--- config.mk ---
export PLATFORM = sky130hd
export DESIGN_NAME = keypad_scan_debounce
export DESIGN_NICKNAME = d
export VERILOG_FILES = /design/src/rtl/keypad_scan_debounce.sv
export SDC_FILE = /design/constraint.sdc
export NUM_CORES = 1
export LEC_CHECK = 0
export BUFFER_PORTS_ARGS = -buffer_cell sky130_fd_sc_hd__buf_2
export CAP_MARGIN = 10
export CORE_MARGIN = 2
export CORE_UTILIZATION = 55
export DETAILED_ROUTE_END_ITERATION = 10
export GPL_ROUTABILITY_DRIVEN = 0
export PLACE_DENSITY = 0.72
export SYNTH_ARGS = -nofsm -noshare
export SYNTH_HDL_FRONTEND = slang
export SYNTH_SLANG_ARGS = --single-unit
--- constraint.sdc ---
create_clock -name clk -period 6.21 [get_ports clk]
set_input_delay 0.3105 -clock clk [delete_from_list [all_inputs] [get_ports clk]]
set_output_delay 0.3105 -clock clk [all_outputs]
set_load 0.01 [all_outputs]
--- src/rtl/keypad_scan_debounce.sv ---
`timescale 1ns/1ps
// keypad_scan_debounce: scans a 4x4 active-low keypad one column per SCAN_DIV
// clocks, debounces every key and emits serialized one-cycle press events.
module keypad_scan_debounce #(
    parameter int unsigned SCAN_DIV       = 100000,
    parameter int unsigned DEBOUNCE_SCANS = 4
) (
    input  logic       clk,
    input  logic       rst_n,
    input  logic       row_1,
    input  logic       row_2,
    input  logic       row_3,
    input  logic       row_4,
    output logic       col_1,
    output logic       col_2,
    output logic       col_3,
    output logic       col_4,
    output logic       keydown_num,
    output logic [3:0] num,
    output logic       keydown_start,
    output logic       keydown_confirm,
    output logic       keydown_clear,
    output logic       key_held
);

    localparam int unsigned DIV_W = (SCAN_DIV > 1) ? $clog2(SCAN_DIV) : 1;

    logic [DIV_W-1:0] r_div;
    logic [1:0]       r_k;
    logic [3:0]       r_col_n;
    logic [15:0]      r_stable;
    logic [3:0]       r_cnt [16];
    logic [3:0]       r_pend;
    logic [1:0]       r_pend_col;
    logic [3:0]       r_num;
    logic             r_kd_num;
    logic             r_kd_start;
    logic             r_kd_conf;
    logic             r_kd_clr;
    logic             r_held;

    logic             w_sample;
    logic [3:0]       w_rows;
    logic [15:0]      w_stable_nxt;
    logic [3:0]       w_cnt_nxt [16];
    logic [3:0]       w_press;
    logic [3:0]       w_mask;
    logic [3:0]       w_pick;
    logic [1:0]       w_row;
    logic [1:0]       w_col;
    logic             w_fire;
    logic             w_is_digit;
    logic [3:0]       w_digit;

    assign w_sample = (r_div == DIV_W'(SCAN_DIV - 1));
    assign w_rows   = ~{row_4, row_3, row_2, row_1};

    // Key index is row*4 + column; only the driven column is updated.
    always_comb begin
        w_stable_nxt = r_stable;
        w_press      = '0;
        for (int unsigned i = 0; i < 16; i++) begin
            w_cnt_nxt[i] = r_cnt[i];
            if (w_sample && (2'(i % 4) == r_k)) begin
                if (w_rows[i / 4] == r_stable[i]) begin
                    w_cnt_nxt[i] = '0;
                end else if (r_cnt[i] == 4'(DEBOUNCE_SCANS - 1)) begin
                    w_cnt_nxt[i]    = '0;
                    w_stable_nxt[i] = ~r_stable[i];
                    if (!r_stable[i]) w_press[i / 4] = 1'b1;
                end else begin
                    w_cnt_nxt[i] = r_cnt[i] + 4'd1;
                end
            end
        end
    end

    // Fresh presses bypass the pending mask so the first pulse lands at T+1;
    // the mask always drains well before the next sample since SCAN_DIV >= 8.
    always_comb begin
        w_mask = r_pend | w_press;
        w_pick = w_mask & (~w_mask + 4'd1);
        w_fire = |w_mask;
        w_row  = 2'd0;
        for (int unsigned r = 4; r > 0; r--) begin
            if (w_mask[r-1]) w_row = 2'(r - 1);
        end
        w_col      = w_sample ? r_k : r_pend_col;
        w_is_digit = (w_col != 2'd3) && ((w_row != 2'd3) || (w_col == 2'd1));
        w_digit    = (w_row == 2'd3) ? 4'd0
                   : ({2'b00, w_row} * 4'd3 + {2'b00, w_col} + 4'd1);
    end

    always_ff @(posedge clk or negedge rst_n) begin
        if (!rst_n) begin
            r_div      <= '0;
            r_k        <= '0;
            r_col_n    <= 4'b1110;
            r_stable   <= '0;
            r_cnt      <= '{default: '0};
            r_pend     <= '0;
            r_pend_col <= '0;
            r_num      <= '0;
            r_kd_num   <= 1'b0;
            r_kd_start <= 1'b0;
            r_kd_conf  <= 1'b0;
            r_kd_clr   <= 1'b0;
            r_held     <= 1'b0;
        end else begin
            r_div <= w_sample ? '0 : r_div + DIV_W'(1);
            if (w_sample) begin
                r_k        <= r_k + 2'd1;
                r_col_n    <= {r_col_n[2:0], r_col_n[3]};
                r_pend_col <= r_k;
            end
            r_stable   <= w_stable_nxt;
            r_cnt      <= w_cnt_nxt;
            r_pend     <= w_mask & ~w_pick;
            r_held     <= |w_stable_nxt;
            r_kd_num   <= w_fire && w_is_digit;
            r_kd_start <= w_fire && (w_col == 2'd3) && (w_row == 2'd0);
            r_kd_conf  <= w_fire && (w_col == 2'd3) && (w_row == 2'd1);
            r_kd_clr   <= w_fire && (w_col == 2'd3) && (w_row == 2'd2);
            if (w_fire && w_is_digit) r_num <= w_digit;
        end
    end

    assign {col_4, col_3, col_2, col_1} = r_col_n;
    assign keydown_num     = r_kd_num;
    assign num             = r_num;
    assign keydown_start   = r_kd_start;
    assign keydown_confirm = r_kd_conf;
    assign keydown_clear   = r_kd_clr;
    assign key_held        = r_held;

endmodule

## After elaboration in Yosys (flattened, before gate mapping)

Cells that the tools add are included.

| word-level totals | value |
|---|---|
| input port bits | 6 |
| word-level logic and storage cells | 281 |
| output and inout port bits | 13 |
| flip-flop bits (word level) | 118 |

| operators by class | value |
|---|---|
| add/subtract/negate cells | 21 |
| reduce and logical (&&, ||, !) cells | 15 |
| equality and inequality tests | 43 |
| multiplexer cells | 151 |
| bitwise gates (word level) | 22 |
| multiply operators | 1 |

Operator list:

| operator | number |
|---|---|
| $mux 4 | 33 |
| $mux 1 | 112 |
| $add 4x1->4 const B | 18 |
| $eq 4x2->1 const B | 16 |
| $add 17x1->17 const B | 1 |
| $eq 17x17->1 const B | 1 |
| $mux 17 | 1 |
| $eq 1x1->1 | 16 |
| $not 1->1 | 16 |
| $reduce_or 16->1 | 1 |
| $not 4->4 | 3 |
| $logic_and 1x1->1 | 10 |
| $mux 2 | 5 |
| $and 4x4->4 | 2 |
| $eq 2x2->1 const B | 3 |
| $add 4x2->4 | 1 |
| $eq 2x1->1 const B | 2 |
| $eq 2x2->1 const A | 2 |
| $logic_not 2->1 | 2 |
| $mul 2x2->4 const B | 1 |
| $ne 2x2->1 const B | 2 |
| $or 4x4->4 | 1 |
| $reduce_or 4->1 | 1 |
| $add 2x1->2 const B | 1 |
| 2 further kinds | 2 |

## Logic depth before layout (Yosys ltp)

Gate-level depths: netlist of the first run.

| logic depth | value |
|---|---|
| depth in word-level cells | 25 |
| depth in mapped cells | 15 |
| gate-level depth less buffers | 14 |

## Worst setup path after synthesis of the first run

Ideal clock, no wire load.

| path | value |
|---|---|
| path kind | register to register |
| from | register r_cnt[8] (netlist bit) |
| to | register r_num[3], in the netlist num[3] |
| slack | 2737 ps |
| cell stages (with the launch flop) | 14 |
| data required time | 6085 ps |
| arrival time | 3349 ps |
| setup time | 125 ps |
| buffers on the path | 0 |
| clock period less this slack | 3473 ps |
| cell sequence | dfrtp_1 ha_1 or3b_4 or4b_1 nand4_1 o21ai_1 and2_4 nor2_1 fa_1 ha_1 a21o_1 a21oi_1 nor2_1 mux2_2 |

| on the way | value |
|---|---|
| longest elaborated chain between the ends | 21 |
| elaborated cells between the ends (all ways) | 27 |
| those cells by class | add/sub: 2; mul: 1; eq/ne: 3; mux: 16; bitwise: 1; reduce/logical: 4 |

Ends and longest elaborated chain:

| what | RTL line | source |
|---|---|---|
| start: declaration | 32 | `logic [3:0] r_cnt [16];` |
| start signal: assignment | 117 | `r_cnt <= w_cnt_nxt;` |
| $eq 4x2->1 * | 67 | `end else if (r_cnt[i] == 4'(DEBOUNCE_SCANS - 1)) begin` |
| $mux 1 * | 67 |  |
| $mux 1 * | 65 | `if (w_rows[i / 4] == r_stable[i]) begin` |
| $mux 1 * | 64 | `if (w_sample && (2'(i % 4) == r_k)) begin` |
| $mux 1 | 70 | `if (!r_stable[i]) w_press[i / 4] = 1'b1;` |
| $mux 1 | 67 |  |
| $mux 1 | 65 |  |
| $mux 1 * | 64 |  |
| [2 not listed] | n/a |  |
| $mux 1 | 65 |  |
| $mux 1 * | 64 |  |
| $or 4x4->4 * | 81 | `w_mask = r_pend \| w_press;` |
| $mux 2 (4 in series) | 86 | `if (w_mask[r-1]) w_row = 2'(r - 1);` |
| $mul 2x2->4 or $ne 2x2->1 (tied branches) | 91, 89 |  |
| $add 4x2->4 or $logic_or 1x1->1 (tied branches) | 91, 89 |  |
| $add 4x1->4 or $logic_and 1x1->1 (tied branches) | 91, 89 |  |
| $mux 4 or $logic_and 1x1->1 (tied branches) | 90, 124 |  |
| end signal: assignment | 124 | `if (w_fire && w_is_digit) r_num <= w_digit;` |
| end: declaration | 35 | `logic [3:0] r_num;` |

Mark *: on every way between the ends. The rest lies on a longest branch, timed or not.
A chain may end at the register's enable or synchronous reset.

## Worst setup path in the final report of the first run

| path | value |
|---|---|
| from | register r_div[0] |
| to | register r_num[3], in the netlist num[3] |

| on the way | value |
|---|---|
| longest elaborated chain between the ends | 24 |
| elaborated cells between the ends (all ways) | 75 |
| those cells by class | add/sub: 2; mul: 1; eq/ne: 5; mux: 58; bitwise: 1; reduce/logical: 8 |

Ends and longest elaborated chain:

| what | RTL line | source |
|---|---|---|
| start: declaration | 28 | `logic [DIV_W-1:0] r_div;` |
| start signal: assignment | 110 | `r_div <= w_sample ? '0 : r_div + DIV_W'(1);` |
| $eq 17x17->1 * | 55 | `assign w_sample = (r_div == DIV_W'(SCAN_DIV - 1));` |
| $logic_and 1x1->1 | 64 |  |
| $mux 1 | 64 |  |
| $mux 1 | 70 |  |
| $mux 1 | 67 |  |
| $mux 1 | 65 |  |
| $mux 1 | 64 |  |
| $mux 1 | 70 |  |
| [5 not listed] | n/a |  |
| $mux 1 | 65 |  |
| $mux 1 | 64 |  |
| $or 4x4->4 | 81 |  |
| $mux 2 (4 in series) | 86 |  |
| $mul 2x2->4 or $ne 2x2->1 (tied branches) | 91, 89 |  |
| $add 4x2->4 or $logic_or 1x1->1 (tied branches) | 91, 89 |  |
| $add 4x1->4 or $logic_and 1x1->1 (tied branches) | 91, 89 |  |
| $mux 4 or $logic_and 1x1->1 (tied branches) | 90, 124 |  |

Marks and branches as above.

==> results_dict.tcl, run 1 <==
set metrics [dict create \
    endpoint_kind "flip-flop" \
    synthDistinctLibCells 51 \
    hold_depth 2 \
    holdPathEnd "r_stable[14]" \
    via_per_inst 5.81 \
    vias 4714 \
    synth-edff-count 0 \
    clock_path_buffers 2 \
    hp-start "row_4" \
    clock_tree.root_cell "clkbuf_8" \
    crit_top_cell "nor2_1" \
    status "finished clean" \
    p_comb_share_pct 2.8 \
    cpLargestDelayFamily "simple AND/OR/NAND/NOR gates" \
    die_area_um2 12100 \
    reg2reg_depth 13 \
    h-tree-depth 4 \
    cpPeakStageDelay_ps 720 \
    tightest_slew_ps 883 \
    cp_data_required_time_ps 6630 \
    syn-mean-instance-area_um2 9.64 \
    cts_inserted_buffers 17 \
    hpwlAfterDp_um 8740 \
    routedWlPerCell_um 15.7 \
    swShare_pct 22.3 \
    r2r-end "num[3]" \
    powerDensity_nw_per_um2 259 \
    dominantRegCellSynth "dfrtp_1" \
    drv_slew 0 \
    power_frac_seq_pct 42.5 \
    min_period_ps 4190 \
    tritoncts "done" \
    cp_cell_sequence "ha_1 -> and4_1 -> nand3_1 -> nor2_1 -> a221oi_2 -> and2_4 -> nor2_1 -> fa_1 -> ha_1 -> a21o_1 -> a21oi_1 -> nor2_1 -> mux2_2" \
    firstDrtPassIters 4 \
    drive_gt1_share_pct 11.2 \
    rsz0062_at_grt "false" \
    die_h_um 110 \
    grt_first_pass_wirelength_um 21900 \
    intPower_uw 1400 \
    p_leak_uw 0.00310 \
    coreArea_um2 10900 \
    antennaDiodeCount 0 \
    period_share_pct 67.4 \
    nets 695 \
    mappedNetlistArea_um2 6160 \
    power.total_uw 1810 \
    grt.busiest_layer "met2" \
    ant_nets 0 \
    crit_arrival_ps 4600 \
    port_buffers 18 \
    yosysSeqAreaShare_pct 47.6 \
    ios 19 \
    die_x_um 110 \
    start_util_pct 56.6 \
    grt_max_degree 64 \
    fin_area_um2 6970 \
    grt_use_met2_pct 38.4 \
    antenna_found_initial 0 \
    async_flop_share_pct 100 \
    clock-skew-final_ps 14.8 \
    startpoint "r_div[0]" \
    grt_usage_pct 23.9 \
    setup_ws_ps 2020 \
    clock-sinks 117 \
    ys_warn_count 0 \
    clk_latency_ps 540 \
    syn-num-nets 675 \
    finalSetupViolations 0 \
    drt_iter0_drc 267 \
    finalHoldViolations 0 \
    r2r_start "r_div[0]" \
    rows 38 \
    overflow 0 \
    startpoint_type "flip-flop" \
    path_class "reg2reg" \
    finalSetupTns_ps 0 \
    path_clk_slew_ps 60 \
    grt_pass1_vias 4785 \
    grtUsageMet3_pct 6.40 \
    r2r_setup_slack_ps 2020 \
    wl_um 12700 \
    cp_num_cells 13 \
    critPathBufInv 0 \
    max_freq_mhz 239 \
    ir_drop_mv 0.275 \
    synthCells 639 \
    p_sw_uw 403 \
    syn2layout_area_growth_pct 13.2 \
    drc 0 \
    ys_ff_latch 117 \
    dp_slack_ps 2090 \
    placed_area_um2 6350 \
    pwr-share-clk_pct 54.7 \
    grtUsageMet1_pct 30.1 \
    max_cap_viol_count 0 \
    critPathMaxFanout 12 \
    maxSlewHeadroom_pct 40.9 \
    hp-class "in2reg" \
    crit_slowest_cell "nor2_1" \
]
-- timing repair --
action,in CTS,in global routing
gates resized for setup,0,0
setup buffers,0,0
endpoints found under the hold margin,54,0
hold buffers,1,0
-- per-layer routing --
| metal | up-vias | wire length [um] |
|---|---|---|
| met5 | - | 0 |
| met4 | 0 | 280 |
| met3 | 23 | 428 |
| met2 | 72 | 6310 |
| met1 | 2335 | 5720 |
| li1 | 2284 | - |
-- worst register-to-register path: stages (launching register included) --
cell      delay [ps]
dfrtp_1          380
ha_1             240
and4_1           380
nand3_1          170
nor2_1           720
a221oi_2         230
and2_4           210
nor2_1           310
fa_1             510
ha_1             310
a21o_1           170
a21oi_1          140
nor2_1            50
mux2_2           260
-- cell usage in the layout, fill, tap and decap left out, types with 3 or more instances in the layout --
master      Yosys  final
or3_1           5      5
xor2_1          7      7
nand2_1       111    111
a21oi_1         7      7
o2bb2ai_1       3      3
bufinv_16       0      3
nor3_1          6      6
xnor2_1        24     24
and2_1         18     18
a21o_1          8      8
nand4_1         7      7
nor2_1         27     27
buf_2           4     17
mux2_2          5      5
o21ai_0        48     48
mux2i_1         8      8
nand4b_1        3      3
nor3b_1        12     12
o31ai_1        27     27
nand2b_1        7      7
ha_1           28     28
buf_4           2      4
inv_1          24     24
and4_1          3      3
clkinvlp_4      0      7
nand3_1        62     62
a21bo_2         5      5
nand3b_1       16     16
dfstp_2         3      3
nor2b_1         5      5
clkbuf_16       0     16
dfrtp_1       114    114
-- synthesized netlist by cell type, types with 8 or more instances --
master    instances  area (um^2)
dfrtp_1         114         2850
nand2_1         111          417
nand3_1          62          310
o21ai_0          48          240
ha_1             28          350
nor2_1           27          101
o31ai_1          27          203
inv_1            24         90.1
xnor2_1          24          210
and2_1           18          113
nand3b_1         16          120
nor3b_1          12         90.1
clkbuf_1         11         41.3
a21o_1            8         60.1
mux2i_1           8         80.1
-- area by class of cell --
class	instances	area (um^2)
fill	866	3920
tap	140	175
clock inverter	14	178
sequential	117	2930
inverter	24	90.1
timing repair buffer	22	125
clock buffer	18	428
multi-input combinational	477	3040
-- how the worst max path moves through the flow --
stage          endpoint  slack [ps]
2_1_floorplan    num[3]        2740
3_3_place_gp     num[3]        2230
3_5_place_dp     num[3]        2090
4_1_cts          num[3]        2000
5_1_grt          num[3]        1690
6_report         num[3]        2020
-- cells by family (layout without fill, tap and decap cells) --
logic type | after synthesis | in the layout | share of synthesized area, %
AOI/OAI and AO/OA | 105 | 105 | 11.2
xor gates and xnor gates | 31 | 31 | 4.41
adders and majority gates | 30 | 30 | 6.34
buffers and inverters | 45 | 78 | 3.01
DFF | 117 | 117 | 47.6
muxes | 13 | 13 | 2.21
and+or+nand+nor | 298 | 298 | 25.2
-- flip-flops by register name, summed over array words and instances, names as in the netlist --
signal / cells
key_held: 1
keydown_clear: 1
r_cnt: 64
r_pend: 3
r_k: 2
keydown_num: 1
num: 4
r_pend_col: 2
keydown_confirm: 1
r_col_n: 4
keydown_start: 1
r_stable: 16
r_div: 17
-- per-stage QoR --
step	hold slack, ps	utilization, %	cells
finish	188	64.0	812
CTS	170	64.0	812
floorplan	14.9	-	639
global route	236	64.0	812
detailed placement	411	58.3	779
global placement	407	58.3	779
-- power by group through the flow --
stage | logic [uW] | clock network, uW | registers, uW
floorplan | 25.7 | 0 | 782
global placement | 48.9 | 0 | 782
detailed placement | 50.0 | 0 | 782
CTS | 51.0 | 1010 | 768
global route | 57.4 | 1040 | 768
finish | 50.1 | 989 | 768
Note: power is estimated with default switching activity, not from simulation.
==> inputs of run 2 (changes only) <==
clock period = 4.25 ns   (was 6.21 ns; I/O delays follow)
==> run 2 against run 1 <==
- die area unchanged
- hold slack got worse by 74 ps
- register-to-register slack got worse by 1600 ps
- sequential cell count did not move
- combinational power increased by 47%
- global-route usage rose by 0.35 points
- critical path type unchanged
==> results_dict.tcl, run 2 (same netlist as run 1, synthesis figures left out) <==
set metrics [dict create \
    status "finished clean" \
    h-tree-depth 4 \
    clk_latency_ps 530 \
    min_period_ps 3800 \
    coreArea_um2 10900 \
    via_per_inst 5.74 \
    drive_gt1_share_pct 11.1 \
    path_clk_slew_ps 60 \
    final_cell_mix "dfrtp_1, nand2_1, nand3_1" \
    largest_reg_flops 64 \
    antennaDiodeCount 0 \
    clock-skew-final_ps 8.55 \
    instances_no_fill 814 \
    multi_input_area_um2 3040 \
    hpwlAfterDp_um 8830 \
    critPathMaxFanout 5 \
    startpoint_type "flip-flop" \
    setup_ws_ps 446 \
    dp_slack_ps 507 \
    regMostFlops "r_cnt" \
    die_x_um 110 \
    endpoint_kind "flip-flop" \
    post_cts_buffers 0 \
    period_share_pct 89.5 \
    drv_slew 0 \
    drc 0 \
    path_class "reg2reg" \
    ir_drop_mv 0.319 \
    grt_first_pass_wirelength_um 22400 \
    area.sequential_um2 2930 \
    cp_cell_sequence "ha_1 -> or3b_4 -> or4b_1 -> nand4_1 -> o21ai_1 -> and2_4 -> nor2_1 -> fa_1 -> ha_1 -> a21o_1 -> a21oi_1 -> nor2_1 -> mux2_2" \
    cp_data_required_time_ps 4660 \
    firstDrtPassIters 5 \
    grt_usage_pct 24.2 \
    drt_iter0_drc 412 \
    largestRegisters "r_cnt x64, r_div x17, r_stable x16" \
    p_leak_uw 0.00311 \
    crit_slowest_cell "or4b_1" \
    finalSetupViolations 0 \
    critPathBufInv 0 \
    clock_tree.root_cell "clkbuf_8" \
    max_freq_mhz 263 \
    power.total_uw 2540 \
    crit_arrival_ps 4210 \
    overflow 0 \
    finalSetupTns_ps 0 \
    max_cap_viol_count 0 \
    nFillCells 839 \
    r2r_setup_slack_ps 450 \
    syn2layout_area_growth_pct 12.7 \
    rsz0062_at_grt "false" \
    nets 697 \
    die_h_um 110 \
    vias 4676 \
    ios 19 \
    maxSlewHeadroom_pct 29.1 \
    clock-sinks 117 \
    grt_pass1_vias 4642 \
    powerDensity_nw_per_um2 366 \
    ant_nets 0 \
    finalHoldViolations 0 \
    cts_inserted_buffers 17 \
    hp-class "in2reg" \
    grt_max_degree 84 \
    start_util_pct 56.6 \
    final_common_cell "dfrtp_1" \
    rows 38 \
    cpPeakStageDelay_ps 520 \
    tritoncts "done" \
    placed_cells 781 \
    cpLargestDelayFamily "simple AND/OR/NAND/NOR gates" \
    die_area_um2 12100 \
    port_buffers 18 \
    wl_um 13000 \
    clock_path_buffers 2 \
    antenna_found_initial 0 \
    tightest_slew_ps 1060 \
    routedWlPerCell_um 15.9 \
]
==> run 2: timing repair <==
| action | in CTS | in global routing |
|---|---|---|
| hold buffers | 1 | 0 |
| gates resized for setup | 0 | 0 |
| hold endpoints to repair | 79 | 0 |
==> run 2: metal layers <==
layer	vias to the layer above	GRT usage, %	share of wire (%)
li1	2285	-	-
met1	2291	31.7	46
met2	80	39.0	49
met3	20	6.64	3.6
met4	0	8.05	1.7
met5	-	0	0
==> run 2: power breakdown <==
| part | switching (uW) | internal, uW | leakage (uW) |
|---|---|---|---|
| sequential | 4.04 | 1120 | 0.00139 |
| clock | 494 | 848 | 0.000273 |
| combinational | 52.4 | 21.2 | 0.00145 |
| total | 550 | 1990 | 0.00311 |
==> run 2: per-stage QoR <==
stage          hold WS [ps]  util (%)  instance area (um^2)
2_1_floorplan         -83.1         -                  6160
3_3_place_gp            451      58.5                  6370
3_5_place_dp            459      58.5                  6370
4_1_cts                93.4      63.7                  6940
5_1_grt                 120      63.7                  6940
6_report                114      63.7                  6940
==> run 2: worst paths after layout <==
check,from,end,cells after the start
worst max-delay path,r_cnt[8],num[3],13
min in group asynchronous,rst_n,r_cnt[45],2
worst max register to register,r_cnt[8],num[3],13
worst min-delay path,row_1,r_stable[0],2
worst min register to register,r_col_n[1],r_col_n[1],2
max in group asynchronous,rst_n,r_cnt[9],3
==> run 2: cell type report <==
class | instances | area share, %
clock buffer | 24 | 7.07
multi-input combinational | 477 | 43.8
tap | 140 | 2.52
timing repair buffer | 24 | 2.02
clock inverter | 8 | 1.05
inverter | 24 | 1.30
sequential | 117 | 42.2
==> inputs of run 3 (changes only) <==
MAX_ROUTING_LAYER = met4   (was not set)
==> run 3 against run 2 <==
- sequential cell count is the same
- sequential power is essentially flat
- wire length grew 0.29%
- register-to-register slack gained 20 ps
- critical path type unchanged
==> results_dict.tcl, run 3 (same netlist as run 1, synthesis figures left out) <==
set metrics [dict create \
    status "finished clean" \
    finalSetupViolations 0 \
    rows 38 \
    cts_resized 0 \
    grt_usage_pct 25.0 \
    hpwlAfterDp_um 8830 \
    via_per_inst 5.78 \
    maxSlewHeadroom_pct 29.1 \
    crit_arrival_ps 4200 \
    die_x_um 110 \
    overflow 0 \
    startpoint_type "flip-flop" \
    drv_slew 0 \
    antennaDiodeCount 0 \
    max_cap_viol_count 0 \
    antenna_found_initial 0 \
    largest_reg_flops 64 \
    multi_input_area_um2 3040 \
    die_h_um 110 \
    grt_first_pass_wirelength_um 22400 \
    regMostFlops "r_cnt" \
    cp_data_required_time_ps 4660 \
    nets 697 \
    routedWlPerCell_um 16.0 \
    rsz0062_at_grt "false" \
    finalHoldViolations 0 \
    period_share_pct 89.1 \
    clock-skew-final_ps 10.9 \
    tritoncts "done" \
    final_common_cell "dfrtp_1" \
    grt_max_degree 84 \
    critPathMaxFanout 5 \
    ios 19 \
    dp_slack_ps 507 \
    nFillCells 839 \
    post_cts_buffers 0 \
    endpoint_kind "flip-flop" \
    intPower_uw 1990 \
    p_leak_uw 0.00311 \
    largestRegisters "r_cnt x64, r_div x17, r_stable x16" \
    clk_latency_ps 530 \
    pwr-share-clk_pct 52.8 \
    max_freq_mhz 264 \
    area.sequential_um2 2930 \
    clock_path_buffers 2 \
    p_comb_share_pct 2.9 \
    drive_gt1_share_pct 11.1 \
    setup_ws_ps 462 \
    grt_pass1_vias 4625 \
    wl_um 13000 \
    ant_nets 0 \
    clock-sinks 117 \
    swShare_pct 21.7 \
    min_period_ps 3790 \
    path_clk_slew_ps 60 \
    p_sw_uw 551 \
    tightest_slew_ps 1060 \
    syn2layout_area_growth_pct 12.7 \
    drt_iter0_drc 402 \
    vias 4701 \
    cts_inserted_buffers 17 \
    power_frac_seq_pct 44.2 \
    start_util_pct 56.6 \
    firstDrtPassIters 5 \
    h-tree-depth 4 \
    hp-class "in2reg" \
    drc 0 \
    die_area_um2 12100 \
    powerDensity_nw_per_um2 366 \
    path_class "reg2reg" \
    port_buffers 18 \
    coreArea_um2 10900 \
    ir_drop_mv 0.319 \
    clock_tree.root_cell "clkbuf_8" \
    finalSetupTns_ps 0 \
    final_cell_mix "dfrtp_1, nand2_1, nand3_1" \
]
## run 3: final cells by class
cell class	count	share of cell area (%)
multi-input combinational	477	43.8
sequential	117	42.2
clock buffer	24	7.07
tap	140	2.52
timing repair buffer	24	2.02
inverter	24	1.30
clock inverter	8	1.05
## run 3: worst max-delay path, cell delays in order, from the launching register on
cell,delay [ps]
dfrtp_1,380
ha_1,200
or3b_4,420
or4b_1,510
nand4_1,80
o21ai_1,120
and2_4,200
nor2_1,320
fa_1,520
ha_1,290
a21o_1,150
a21oi_1,160
nor2_1,60
mux2_2,270
## run 3: power by group through the flow
stage,clock network (uW),logic (uW),registers (uW)
after global placement,0,72.2,1140
after global routing,1420,84.9,1120
after floorplan,0,37.5,1140
after CTS,1360,75.4,1120
final,1340,73.7,1120
after detailed placement,0,74.0,1140
## run 3: layer usage
layer | track usage, % | share of wire [%] | vias to the layer above | wire length [um]
li1 | - | - | 2279 | -
met1 | 32.0 | 46 | 2312 | 5970
met2 | 38.9 | 49 | 93 | 6310
met3 | 6.82 | 3.9 | 17 | 510
met4 | 8.05 | 1.6 | 0 | 210
met5 | - | 0 | - | 0
## run 3: what timing repair did
action                                  CTS  global route
hold buffers                              1             0
hold endpoints to repair                 79             0
endpoints found under the setup margin    0             0
## run 3: final timing paths
| kind | startpoint | to | slack (ps) | cells past startpoint |
|---|---|---|---|---|
| max reg2reg | r_cnt[8] | num[3] | 460 | 13 |
| min reg2reg | r_col_n[1] | r_col_n[1] | 460 | 2 |
| min in group asynchronous | rst_n | r_cnt[20] | 440 | 2 |
| min | row_2 | r_stable[6] | 110 | 2 |
| max | r_cnt[8] | num[3] | 460 | 13 |
| max in group asynchronous | rst_n | r_cnt[9] | 2740 | 3 |
## run 3: metrics by stage
stage               utilization, %  power [uW]  cell area [um^2]  hold WS, ps  instances
finish                        63.7        2540              6940          109        814
global route                  63.7        2630              6940          118        814
detailed placement            58.5        1220              6370          459        781
CTS                           63.7        2560              6940         93.4        814
floorplan                        -        1180              6160        -83.1        639
global placement              58.5        1210              6370          451        781
